==> config.mk <==
export PLATFORM = sky130hd
export DESIGN_NAME = func_task_typedef_restore
export DESIGN_NICKNAME = d
export VERILOG_FILES = /design/src/rtl/func_task_typedef_restore.sv
export SDC_FILE = /design/constraint.sdc
export NUM_CORES = 1
export LEC_CHECK = 0
export BUFFER_PORTS_ARGS = -buffer_cell sky130_fd_sc_hd__buf_4
export CAP_MARGIN = 5
export CELL_PAD_IN_SITES_DETAIL_PLACEMENT = 1
export CELL_PAD_IN_SITES_GLOBAL_PLACEMENT = 2
export CORE_MARGIN = 2
export CORE_UTILIZATION = 42
export DETAILED_ROUTE_END_ITERATION = 8
export PLACE_DENSITY_LB_ADDON = 0.08
export SETUP_SLACK_MARGIN = 0.5
export SLEW_MARGIN = 20
export SYNTH_ARGS = -nofsm -noshare
export SYNTH_HDL_FRONTEND = slang
export SYNTH_SLANG_ARGS = --single-unit
==> constraint.sdc <==
create_clock -name clk -period 4.7 [get_ports clk]
set_input_delay 0.47 -clock clk [delete_from_list [all_inputs] [get_ports clk]]
set_output_delay 0.47 -clock clk [all_outputs]
set_load 0.02 [all_outputs]
==> src/rtl/func_task_typedef_restore.sv <==
// Restore stage for the add-one transform. Tagged words are decremented
// (mod 2^DATA_W), untagged words pass through. Restored words are held in
// a show-ahead FIFO drained by a valid/ready handshake. A saturating counter
// tracks how many tagged words have been delivered.
module func_task_typedef_restore #(
  parameter int unsigned DATA_W = 16,
  parameter int unsigned DEPTH  = 4
) (
  input  logic                     clk,
  input  logic                     rst,
  input  logic [DATA_W-1:0]        val_in,
  input  logic                     enable,
  input  logic                     in_valid,
  output logic                     in_ready,
  output logic [DATA_W-1:0]        val_out,
  output logic                     out_valid,
  input  logic                     out_ready,
  output logic [15:0]              dec_count,
  output logic [$clog2(DEPTH):0]   level
);

  localparam int unsigned PtrW = $clog2(DEPTH);
  localparam int unsigned LvlW = PtrW + 1;

  typedef logic [DATA_W-1:0] data_t;
  typedef logic [PtrW-1:0]   ptr_t;
  typedef logic [LvlW-1:0]   lvl_t;

  typedef struct packed {
    logic  tag;
    data_t data;
  } entry_t;

  typedef enum logic [1:0] {
    StEmpty,
    StPartial,
    StFull
  } occ_e;

  // Inverse of add-one; wraps 0 to all-ones when tagged.
  function automatic data_t restore(input data_t v, input logic tag);
    return tag ? data_t'(v - data_t'(1)) : v;
  endfunction

  // Builds the entry, the one-hot write strobe and the advanced write pointer.
  task automatic write_entry(
    input  ptr_t             wp,
    input  logic             tag,
    input  data_t            data,
    output logic [DEPTH-1:0] we,
    output entry_t           e,
    output ptr_t             wp_n
  );
    we     = '0;
    we[wp] = 1'b1;
    e.tag  = tag;
    e.data = data;
    wp_n   = wp + ptr_t'(1);
  endtask

  occ_e             state_q, state_d;
  lvl_t             level_q, level_d;
  ptr_t             wptr_q, wptr_d;
  ptr_t             rptr_q, rptr_d;
  logic [15:0]      dec_q, dec_d;
  entry_t           mem_q [DEPTH];
  logic [DEPTH-1:0] mem_we;
  entry_t           wentry;
  entry_t           head;
  logic             push;
  logic             pop;

  // Handshake and show-ahead outputs; all derived from registered state only.
  always_comb begin
    in_ready  = (state_q != StFull);
    out_valid = (state_q != StEmpty);
    head      = mem_q[rptr_q];
    val_out   = out_valid ? head.data : '0;
    push      = in_valid && in_ready;
    pop       = out_valid && out_ready;
    level     = level_q;
    dec_count = dec_q;
  end

  // Occupancy FSM: tracks EMPTY / PARTIAL / FULL alongside the level count.
  always_comb begin
    state_d = state_q;
    level_d = level_q;
    unique case (state_q)
      StEmpty: begin
        if (push) begin
          level_d = lvl_t'(1);
          state_d = StPartial;
        end
      end
      StPartial: begin
        if (push && !pop) begin
          level_d = level_q + lvl_t'(1);
          if (level_d == lvl_t'(DEPTH)) state_d = StFull;
        end else if (pop && !push) begin
          level_d = level_q - lvl_t'(1);
          if (level_d == '0) state_d = StEmpty;
        end
      end
      StFull: begin
        // A pop while full never admits a push in the same cycle.
        if (pop) begin
          level_d = level_q - lvl_t'(1);
          state_d = StPartial;
        end
      end
      default: begin
        state_d = StEmpty;
        level_d = '0;
      end
    endcase
  end

  // Write side: restore at accept time and advance the write pointer.
  always_comb begin
    wptr_d = wptr_q;
    mem_we = '0;
    wentry = '0;
    if (push) begin
      write_entry(wptr_q, enable, restore(val_in, enable), mem_we, wentry, wptr_d);
    end
  end

  // Read side: advance on pop and count delivered tagged words, saturating.
  always_comb begin
    rptr_d = rptr_q;
    dec_d  = dec_q;
    if (pop) begin
      rptr_d = rptr_q + ptr_t'(1);
      if (head.tag && (dec_q != 16'hFFFF)) dec_d = dec_q + 16'd1;
    end
  end

  // Control state with synchronous reset; buffered words are simply abandoned.
  always_ff @(posedge clk) begin
    if (rst) begin
      state_q <= StEmpty;
      level_q <= '0;
      wptr_q  <= '0;
      rptr_q  <= '0;
      dec_q   <= '0;
    end else begin
      state_q <= state_d;
      level_q <= level_d;
      wptr_q  <= wptr_d;
      rptr_q  <= rptr_d;
      dec_q   <= dec_d;
    end
  end

  // Storage array; contents are never observed while out_valid is low.
  always_ff @(posedge clk) begin
    for (int i = 0; i < int'(DEPTH); i++) begin
      if (mem_we[i]) mem_q[i] <= wentry;
    end
  end

endmodule

==> summary.md <==
| Metric | Value |
|---|---|
| Status | `completed` |
| Global-route wire length before repair | `16000 µm` |
| Mapped Nets | `392` |
| Inst Count DP | `541` |
| Relative slew margins | `30.0%` |
| Initial Util | `43.6%` |
| Die height | `108 µm` |
| Routed len/inst | `17.8 µm` |
| Vias | `3069` |
| Final Cycle Share | `58.1%` |
| Final Setup Violations | `0` |
| Total track usage | `18.2%` |
| Share of cells above drive strength 1 | `24.5%` |
| Post-route cell area | `0.00526 mm²` |
| Standard-cell rows | `37` |
| 1st-iter DRT viols | `208` |
| Final GP Congestion | `0.783` |
| # DRC | `0` |
| Max Freq | `0.366 GHz` |
| Clock root cell | `clkbuf_8` |
| Total gr overflow | `0` |
| Slew Viols, Final | `0` |
| Vias in the first global route | `3102` |
| Dominant synthesized flop cell | `edfxtp_1` |
| Crit-path max FO | `18` |
| Non-Filler Instances | `556` |
| Startpoint Class | `flip-flop` |
| Unrepaired setup endpoints after global routing | `false` |
| N_diodes | `0` |
| Number of synthesized flops with an enable pin | `68` |
| DRT Pass-1 Iters | `4` |
| Core area | `0.0104 mm²` |
| CP Data Arrival Time | `3.02 ns` |
| Clock Skew | `0.00507 ns` |
| Most frequent cells in the layout | `edfxtp_1, buf_4, nor2_1` |
| Worst hold path startpoint | `out_ready` |
| Sequential share of the synthesized area | `57.2%` |
| # hold bufs at CTS | `0` |
| Mapped Area | `0.00452 mm²` |
| Worst-margin pin slew | `1.04 ns` |
| Leak pwr | `1.80 nW` |
| Top Ports | `58` |
| Final Core Density | `50.7%` |
| Min-Delay Path Class | `in2reg` |
| Commonest non-fill, non-tap cell in the layout | `edfxtp_1` |
| Clock-pin slew on the worst setup and hold paths | `0.09 ns` |
| Nets | `448` |
| Max_cap viols | `0` |
| Yosys Warn Count | `0` |
| Post-synth cell types | `52` |
| Seq cells post-synth | `95` |
| Fillers | `1136` |
| Clk_lat worst skew | `0.36 ns` |
| P&R area growth vs syn | `16.5%` |
| Mapped Avg Cell Area | `12.5 µm²` |
| Asr flop ratio synth | `0%` |
| Min Hold Slack | `0.430 ns` |
| Die area | `0.0116 mm²` |
| Die width | `108 µm` |
| Setup crit start | `state_q[1]$_SDFFE_PP0P_` |
| Final setup TNS | `0 ns` |
| Clock sinks | `95` |
| DR vias/cell | `5.52` |
| Post-synthesis cell count | `360` |
| Final WL | `9870 µm` |
| DP HPWL | `6790 µm` |
| CTS tree | `yes` |
| Worst r2r src | `state_q[1]$_SDFFE_PP0P_` |
| Post-CTS setup buffer count | `0` |
| Clk buf depth | `2` |
| Total power density per cell area | `324 mW/mm²` |
| Area after DPL | `0.00507 mm²` |
| Reg area | `0.00258 mm²` |
| Critical path class | `reg2reg` |
| Tmin final | `2.73 ns` |
| Initial antenna violation count | `0` |
| Final ANT Viol Nets | `0` |
| TritonCTS Buffers | `9` |
| Largest net degree at the start of global routing | `29` |
| Max H-tree Level | `3` |
| Critical path endpoint category | `flip-flop` |
| IO Port Bufs | `57` |
| CTS-repair resized insts | `0` |
| Data required, critical path | `4.99 ns` |
| VDD IR max | `0.152 mV` |
| Final number of hold-violating endpoints | `0` |
| Multi-input logic area | `0.00182 mm²` |
==> critical path: stages (launching register included) <==
cell and delay (ns):
dfxtp_1 0.52, nand2b_1 0.26, nand2_1 0.50, inv_1 0.18, ha_1 0.31, or3b_2 0.48
a21oi_1 0.15, o21ai_0 0.10, a21oi_1 0.16
==> report_power, final <==
part | internal [mW] | total (mW) | switching [mW]
combinational | 0.0958 | 0.212 | 0.116
sequential | 0.935 | 0.955 | 0.0202
clock | 0.246 | 0.539 | 0.293
==> layer usage <==
layer,GRT usage [%],wire length (µm)
met4,5.49,95
met2,28.1,4610
met3,3.09,446
met5,0,0
met1,26.5,4720
==> through the flow <==
| step | setup slack, ns | power (mW) |
|---|---|---|
| floorplan | 2.35 | 1.11 |
| global placement | 2.07 | 1.18 |
| detailed placement | 1.96 | 1.19 |
| CTS | 1.90 | 1.72 |
| global route | 1.66 | 1.78 |
| finish | 1.97 | 1.71 |
==> path summary, 6_finish.rpt <==
kind / endpoint / slack [ns] / cells after the start
worst max-delay path: level[2]$_SDFFE_PP0P_ / 1.97 / 8
worst min register to register: wptr_q[1]$_SDFFE_PP0P_ / 0.51 / 2
worst min-delay path: state_q[1]$_SDFFE_PP0P_ / 0.43 / 4
worst max register to register: level[2]$_SDFFE_PP0P_ / 1.97 / 8
==> Yosys cell counts, drive strengths merged, types with 4 or more instances <==
cell type  count  area (µm²)
a211oi         6        45.0
dfxtp         27         541
edfxtp        68        2040
a21oi         22         110
or3            7        53.8
mux4          17         383
and3           6        38.8
xnor2          7        61.3
or4            7        52.6
nand4          4        31.3
nand3          9        45.0
nand2b         5        31.3
nor2b         20         125
o21ai          9        45.0
nor3           6        30.0
inv           15        56.3
buf            4        21.3
mux2           4        45.0
nor2          28         105
xor2           7        61.3
nor4          10        68.8
clkbuf        10        38.8
ha            11         138
nand2         16        60.1
o31ai          7        52.6
==> area by class of cell <==
class	count	share of cell area (%)
clock inverter	6	1.28
timing repair buffer	59	8.42
tap	136	3.23
sequential	95	49.1
inverter	15	1.07
multi-input combinational	236	34.6
clock buffer	9	2.35
==> state kept, by name, indices dropped and copies added, names as in the netlist, named ones only <==
name / cells
state_q: 2
dec_count: 16
rptr_q: 2
mem_q: 68
wptr_q: 2
level: 3
==> kinds of logic after synthesis <==
kind of cell	share of synthesized area, %
adder cells (fa/ha/maj)	3.05
AND/OR/NAND/NOR	16.8
AO/OA/AOI/OAI	7.95
XOR/XNOR	2.71
multiplexers	9.70
buffers and inverters	2.58
flip-flops	57.2
Power figures use the tool's default switching activity.
